<file path="config.mk">
export PLATFORM = sky130hd
export DESIGN_NAME = uart_rx_ctrl
export DESIGN_NICKNAME = d
export VERILOG_FILES = /design/src/rtl/uart_rx_ctrl.sv
export SDC_FILE = /design/constraint.sdc
export NUM_CORES = 1
export LEC_CHECK = 0
export BUFFER_PORTS_ARGS = -buffer_cell sky130_fd_sc_hd__buf_4
export CORE_AREA = 2 2 62 64
export DETAILED_ROUTE_END_ITERATION = 8
export DIE_AREA = 0 0 64 66
export PLACE_DENSITY = 0.76
export SLEW_MARGIN = 25
export SYNTH_ARGS = -nofsm -noshare
export SYNTH_HDL_FRONTEND = slang
export SYNTH_SLANG_ARGS = --single-unit
</file>
<file path="constraint.sdc">
create_clock -name CLK -period 5.4 [get_ports CLK]
set_input_delay 0.54 -clock CLK [delete_from_list [all_inputs] [get_ports CLK]]
set_output_delay 0.54 -clock CLK [all_outputs]
set_load 0.01 [all_outputs]
</file>
<file path="src/rtl/uart_rx_ctrl.sv">
// uart_rx_ctrl: frame-level control for the UART receive path.
// Finds the start bit, runs the oversampling edge counter that paces the
// external majority-vote sampler, shifts in data LSB first, checks parity
// and stop, and reports each frame with one-cycle result pulses.
//
// Optional feature macro: UART_RX_ERR_CNT_EN adds an 8-bit saturating
// err_count output that counts frames ending in a parity or stop error.
//
// state  | meaning
// -------+------------------------------------------------------------
// IDLE   | line idle, waiting for RX_IN low; counters held at 0
// START  | start bit; a sampled 1 is a false start and aborts the frame
// DATA   | DATA_WIDTH data bits, shifted in LSB first
// PARITY | parity bit (only when PAR_EN was set at frame start)
// STOP   | stop bit; leaves on the sample, not the wrap, so a start bit
//        | that follows immediately is still seen from IDLE
module uart_rx_ctrl #(
  parameter int DATA_WIDTH = 8,
  parameter int PRESCALE_W = 6
) (
  input  logic                  CLK,
  input  logic                  RST,
  input  logic                  RX_IN,
  input  logic [PRESCALE_W-1:0] Prescale,
  input  logic                  PAR_EN,
  input  logic                  PAR_TYP,
  input  logic                  sampled_bit,
  input  logic                  sample_done,
  output logic                  dat_samp_en,
  output logic [PRESCALE_W-1:0] edge_cnt,
  output logic [DATA_WIDTH-1:0] P_DATA,
  output logic                  data_valid,
  output logic                  par_err,
  output logic                  stp_err,
`ifdef UART_RX_ERR_CNT_EN
  output logic [7:0]            err_count,
`endif
  output logic                  busy
);

  localparam int BIT_CNT_W = (DATA_WIDTH > 1) ? $clog2(DATA_WIDTH) : 1;
  localparam logic [BIT_CNT_W-1:0]  LAST_BIT  = BIT_CNT_W'(DATA_WIDTH - 1);
  localparam logic [BIT_CNT_W-1:0]  BIT_ONE   = BIT_CNT_W'(1);
  localparam logic [PRESCALE_W-1:0] EDGE_ONE  = PRESCALE_W'(1);

  typedef enum logic [2:0] {
    S_IDLE   = 3'd0,
    S_START  = 3'd1,
    S_DATA   = 3'd2,
    S_PARITY = 3'd3,
    S_STOP   = 3'd4
  } state_t;

  state_t                  state_q, state_d;
  logic [PRESCALE_W-1:0]   edge_cnt_q, edge_cnt_d;
  logic [BIT_CNT_W-1:0]    bit_cnt_q, bit_cnt_d;
  logic [DATA_WIDTH-1:0]   shift_q, shift_d;
  logic [PRESCALE_W-1:0]   prescale_q, prescale_d;
  logic                    par_en_q, par_en_d;
  logic                    par_typ_q, par_typ_d;
  logic                    par_fail_q, par_fail_d;
  logic [DATA_WIDTH-1:0]   p_data_q, p_data_d;
  logic                    data_valid_q, data_valid_d;
  logic                    par_err_q, par_err_d;
  logic                    stp_err_q, stp_err_d;

  // FSM strobes consumed by the datapath blocks
  logic latch_cfg;
  logic shift_en;
  logic par_chk;
  logic frame_end;

  logic edge_wrap;
  logic par_fail_eff;
  logic stp_fail;

  assign edge_wrap    = (edge_cnt_q == (prescale_q - EDGE_ONE));
  assign par_fail_eff = par_en_q & par_fail_q;
  assign stp_fail     = ~sampled_bit;

  // Next-state logic and per-state strobes
  always_comb begin
    state_d   = state_q;
    latch_cfg = 1'b0;
    shift_en  = 1'b0;
    par_chk   = 1'b0;
    frame_end = 1'b0;
    case (state_q)
      S_IDLE: begin
        if (!RX_IN) begin
          state_d   = S_START;
          latch_cfg = 1'b1;
        end
      end
      S_START: begin
        if (sample_done && sampled_bit) begin
          state_d = S_IDLE;
        end else if (edge_wrap) begin
          state_d = S_DATA;
        end
      end
      S_DATA: begin
        shift_en = sample_done;
        if (edge_wrap && (bit_cnt_q == LAST_BIT)) begin
          state_d = par_en_q ? S_PARITY : S_STOP;
        end
      end
      S_PARITY: begin
        par_chk = sample_done;
        if (edge_wrap) begin
          state_d = S_STOP;
        end
      end
      S_STOP: begin
        if (sample_done) begin
          frame_end = 1'b1;
          state_d   = S_IDLE;
        end
      end
      default: begin
        state_d = S_IDLE;
      end
    endcase
  end

  // Edge counter runs only while a frame is active and restarts at 0 on entry
  always_comb begin
    edge_cnt_d = '0;
    if ((state_q != S_IDLE) && (state_d != S_IDLE)) begin
      edge_cnt_d = edge_wrap ? '0 : (edge_cnt_q + EDGE_ONE);
    end
  end

  // Data bit index advances on each bit wrap inside DATA
  always_comb begin
    bit_cnt_d = '0;
    if (state_q == S_DATA) begin
      bit_cnt_d = bit_cnt_q;
      if (edge_wrap) begin
        bit_cnt_d = (bit_cnt_q == LAST_BIT) ? '0 : (bit_cnt_q + BIT_ONE);
      end
    end
  end

  // Frame configuration snapshot and receive shift register
  always_comb begin
    prescale_d = prescale_q;
    par_en_d   = par_en_q;
    par_typ_d  = par_typ_q;
    shift_d    = shift_q;
    par_fail_d = par_fail_q;
    if (latch_cfg) begin
      prescale_d = Prescale;
      par_en_d   = PAR_EN;
      par_typ_d  = PAR_TYP;
      shift_d    = '0;
      par_fail_d = 1'b0;
    end
    if (shift_en) begin
      shift_d = {sampled_bit, shift_q[DATA_WIDTH-1:1]};
    end
    if (par_chk) begin
      par_fail_d = ((^shift_q) ^ par_typ_q) != sampled_bit;
    end
  end

  // Frame-end result pulses; P_DATA only moves on a clean frame
  always_comb begin
    data_valid_d = frame_end & ~par_fail_eff & ~stp_fail;
    par_err_d    = frame_end & par_fail_eff;
    stp_err_d    = frame_end & stp_fail;
    p_data_d     = data_valid_d ? shift_q : p_data_q;
  end

  // State and datapath registers
  always_ff @(posedge CLK or posedge RST) begin
    if (RST) begin
      state_q      <= S_IDLE;
      edge_cnt_q   <= '0;
      bit_cnt_q    <= '0;
      shift_q      <= '0;
      prescale_q   <= '0;
      par_en_q     <= 1'b0;
      par_typ_q    <= 1'b0;
      par_fail_q   <= 1'b0;
      p_data_q     <= '0;
      data_valid_q <= 1'b0;
      par_err_q    <= 1'b0;
      stp_err_q    <= 1'b0;
    end else begin
      state_q      <= state_d;
      edge_cnt_q   <= edge_cnt_d;
      bit_cnt_q    <= bit_cnt_d;
      shift_q      <= shift_d;
      prescale_q   <= prescale_d;
      par_en_q     <= par_en_d;
      par_typ_q    <= par_typ_d;
      par_fail_q   <= par_fail_d;
      p_data_q     <= p_data_d;
      data_valid_q <= data_valid_d;
      par_err_q    <= par_err_d;
      stp_err_q    <= stp_err_d;
    end
  end

`ifdef UART_RX_ERR_CNT_EN
  logic [7:0] err_cnt_q, err_cnt_d;

  // Saturating count of frames that ended with a parity or stop error
  always_comb begin
    err_cnt_d = err_cnt_q;
    if (frame_end && (par_fail_eff || stp_fail) && (err_cnt_q != 8'hFF)) begin
      err_cnt_d = err_cnt_q + 8'd1;
    end
  end

  // Error counter register, cleared only by reset
  always_ff @(posedge CLK or posedge RST) begin
    if (RST) begin
      err_cnt_q <= '0;
    end else begin
      err_cnt_q <= err_cnt_d;
    end
  end

  assign err_count = err_cnt_q;
`endif

  assign busy        = (state_q != S_IDLE);
  assign dat_samp_en = (state_q != S_IDLE);
  assign edge_cnt    = edge_cnt_q;
  assign P_DATA      = p_data_q;
  assign data_valid  = data_valid_q;
  assign par_err     = par_err_q;
  assign stp_err     = stp_err_q;

endmodule

</file>
==> impl_metrics.tcl <==
set metrics [dict create \
    dp_hpwl_mm 2.64 \
    power_leakage_nw 1.06 \
    synth.distinct_cells 32 \
    yosys_warnings 0 \
    drt-wirelength-per-cell_um 14.8 \
    crit_chain "inv_1, ha_1, nor3b_1, xnor2_1, o2111ai_1, or3b_1, a21oi_1" \
    final_antenna_net_count 0 \
    via_count 1298 \
    tns_ns 0 \
    syn_area_mm2 0.00186 \
    place.gp.congestion 0.782 \
    drv_cap 0 \
    grt_max_degree 41 \
    grt_setup_unrepaired "false" \
    cts_hold_buf 0 \
    critPathMaxFanout 12 \
    irDropWorstVdd_mv 0.248 \
    min_path_type "input port to async pin" \
    critPathLaunchType "register" \
    endpoint "bit_cnt_q[1]$_DFFE_PP0P_" \
    cts.clk_slew.worst_paths_ns 0.12 \
    nNetsFinal 212 \
    setup_ws_ns 3.16 \
    placed_area_mm2 0.00213 \
    max_freq_mhz 446 \
    power_density_mw_per_mm2 523 \
    worst_pin_slew_ns 0.960 \
    netSwitchingPower_mw 0.432 \
    core_area_mm2 0.00355 \
    clkPwrFrac_pct 13.8 \
    seq_power_share_pct 43.8 \
    comb_power_share_pct 42.4 \
    finalCritPeriodShare_pct 41.5 \
    r2r_slack_ns 3.16 \
    grtUsageTotal_pct 19.9 \
    grt_pass1_vias 1410 \
    ys_seq_area_share_pct 53.8 \
    design_area_mm2 0.00219 \
    worst-setup-path-type "register to register" \
    fin_crit_ns 2.24 \
    p_total_mw 1.15 \
    slowest_stage "or3b_1" \
    rr_worst_depth 7 \
    fin_skew_ns 0.00871 \
    r2r-end "bit_cnt_q[1]$_DFFE_PP0P_" \
    fp.dieArea_mm2 0.00422 \
    cpPeakStageDelay_ns 0.49 \
    drt_wl_total_mm 3.60 \
    cts-resized-gates 0 \
    start_util_pct 52.4 \
    ys_ff_latch 40 \
    dr.pass1.iters 4 \
    switching_share_pct 37.6 \
    relSlewSlack_pct 35.8 \
    cts_setup_buffers 0 \
    synthCells 161 \
    drive_above_1_share_pct 28.1 \
    tritoncts "done" \
    finalHoldViolCount 0 \
    worstSkewPairLatency_ns 0.34 \
    diodes 0 \
    synth_nets 178 \
    setup_viol 0 \
    finalMaxSlewViolations 0 \
    crit_arrival_ns 2.52 \
    htree_num_levels 2 \
    dieHeight_um 66 \
    dr.first_iter.drc_count 61 \
    worst_setup_path_end_kind "register" \
    drc 0 \
    dp_slack_ns 3.19 \
    cts.sinks 40 \
    status "complete, no violations" \
    antenna_found_initial 0 \
    worstReg2RegStart "prescale_q[0]$_DFFE_PP0P_" \
    rows 22 \
    die_w_um 64 \
    p_int_mw 0.716 \
    crit_start "prescale_q[0]$_DFFE_PP0P_" \
    avgViaCountPerCell 5.32 \
    synth.avg_cell_area_um2 11.6 \
    tritoncts.num_buffers 5 \
    clockRootBuffer "clkbuf_4" \
    critical_path_required_ns 5.68 \
    ioPinCount 32 \
    synthToLayoutAreaGrowth_pct 17.8 \
    grt-ovfl-total 0 \
    clk_path_buf_depth 2 \
    grt_pass1_wl_mm 6.38 \
    numPortBuffers 31 \
]
[layout by cell type (no fill, tap or decap), types with 2 or more instances in the layout]
master     count
mux2_2        14
o22ai_1        2
buf_4         32
o21ai_0        7
inv_1          6
nor3_1         2
clkbuf_1       2
nand2_1       13
o2111ai_1      2
a21oi_1        4
ha_1           4
clkbuf_4       5
dfrtp_1       40
xor2_1         5
nand3_1        6
nor2b_1        2
a22o_1         8
and3_1         2
nor2_1        11
xnor2_1       15
[worst max-delay path: cells and delay by family, from the launching register on]
| family | cells | cell delay, ns |
|---|---|---|
| AO/OA/AOI/OAI | 2 | 0.58 |
| XOR/XNOR | 1 | 0.17 |
| adder cells (fa/ha/maj) | 1 | 0.17 |
| buffers and inverters | 1 | 0.09 |
| flip-flops | 1 | 0.44 |
| AND/OR/NAND/NOR | 2 | 0.72 |
[power by group through the flow]
stage	Combinational, mW	Sequential, mW	Clock, mW
after global placement	0.469	0.500	0
after CTS	0.491	0.503	0.164
final	0.486	0.503	0.158
after floorplan	0.379	0.488	0
after global routing	0.541	0.520	0.174
after detailed placement	0.489	0.508	0
[registers in the layout, indices dropped and copies added, names as in the netlist, 3 cells and up]
register	count
edge_cnt	6
shift_q	8
P_DATA	8
bit_cnt_q	3
state_q	3
prescale_q	6
[cells in the mapped netlist]
cell	count	share of area, %
xnor2_1	15	7.1
ha_1	4	2.7
buf_4	1	0.40
dfrtp_1	40	54
nor2_2	1	0.34
nor3_1	2	0.54
nor3b_1	1	0.40
nand3_1	6	1.6
and2b_1	1	0.40
o2111ai_1	2	0.94
or2_2	1	0.34
o22ai_1	2	0.67
and3_1	2	0.67
and2_1	1	0.34
nor2_1	11	2.2
o221ai_1	1	0.47
xor2_1	5	2.4
mux2_2	14	8.5
nand4b_1	1	0.47
nor3_2	1	0.54
mux2i_1	1	0.54
nand3b_1	1	0.40
buf_2	4	1.1
nand2_1	13	2.6
a21oi_1	4	1.1
inv_1	6	1.2
or3b_1	1	0.47
nor2b_1	2	0.67
o21ai_0	7	1.9
xor3_1	1	1.3
a22o_1	8	3.8
or3_1	1	0.34
[cell type report]
class,instances,area [um^2]
well taps,48,60.1
clock buffers,8,58.8
inverters,6,22.5
fillers,303,1360
flip-flops and latches,40,1000
multi-input cells,110,811
repair buffers,32,240
[stage by stage]
| step | utilization (%) | std cells | hold slack, ns |
|---|---|---|---|
| finish | 61.8 | 244 | 0.294 |
| global route | 61.8 | 244 | 0.337 |
| CTS | 61.8 | 244 | 0.301 |
| detailed placement | 60.1 | 236 | 0.499 |
| global placement | 60.1 | 236 | 0.492 |
| floorplan | - | 161 | 0.476 |
[cells by family after synthesis]
family	Yosys count	synth area share, %
AND/OR/NAND/NOR	46	12.4
flip-flops	40	53.8
AO/OA/AOI/OAI	24	8.80
XOR/XNOR	21	10.7
multiplexers	15	9.01
buffers and inverters	11	2.69
adder cells (fa/ha/maj)	4	2.69
[how the worst min path moves through the flow]
stage                                    end  slack [ns]  depth (start not counted)
floorplan           bit_cnt_q[2]$_DFFE_PP0P_        0.48                          2
global placement    bit_cnt_q[2]$_DFFE_PP0P_        0.49                          2
detailed placement     P_DATA[1]$_DFFE_PP0P_        0.50                          1
CTS                     data_valid$_DFF_PP0_        0.30                          3
global route            data_valid$_DFF_PP0_        0.34                          3
finish                  data_valid$_DFF_PP0_        0.29                          3
[routing by layer]
| metal | GRT usage (%) | vias up | wire, um |
|---|---|---|---|
| met4 | 8.15 | 0 | 15 |
| li1 | - | 625 | - |
| met1 | 23.2 | 639 | 1530 |
| met3 | 5.28 | 2 | 192 |
| met5 | 0 | - | 0 |
| met2 | 34.9 | 32 | 1860 |
Note: power is estimated with default switching activity, not from simulation.
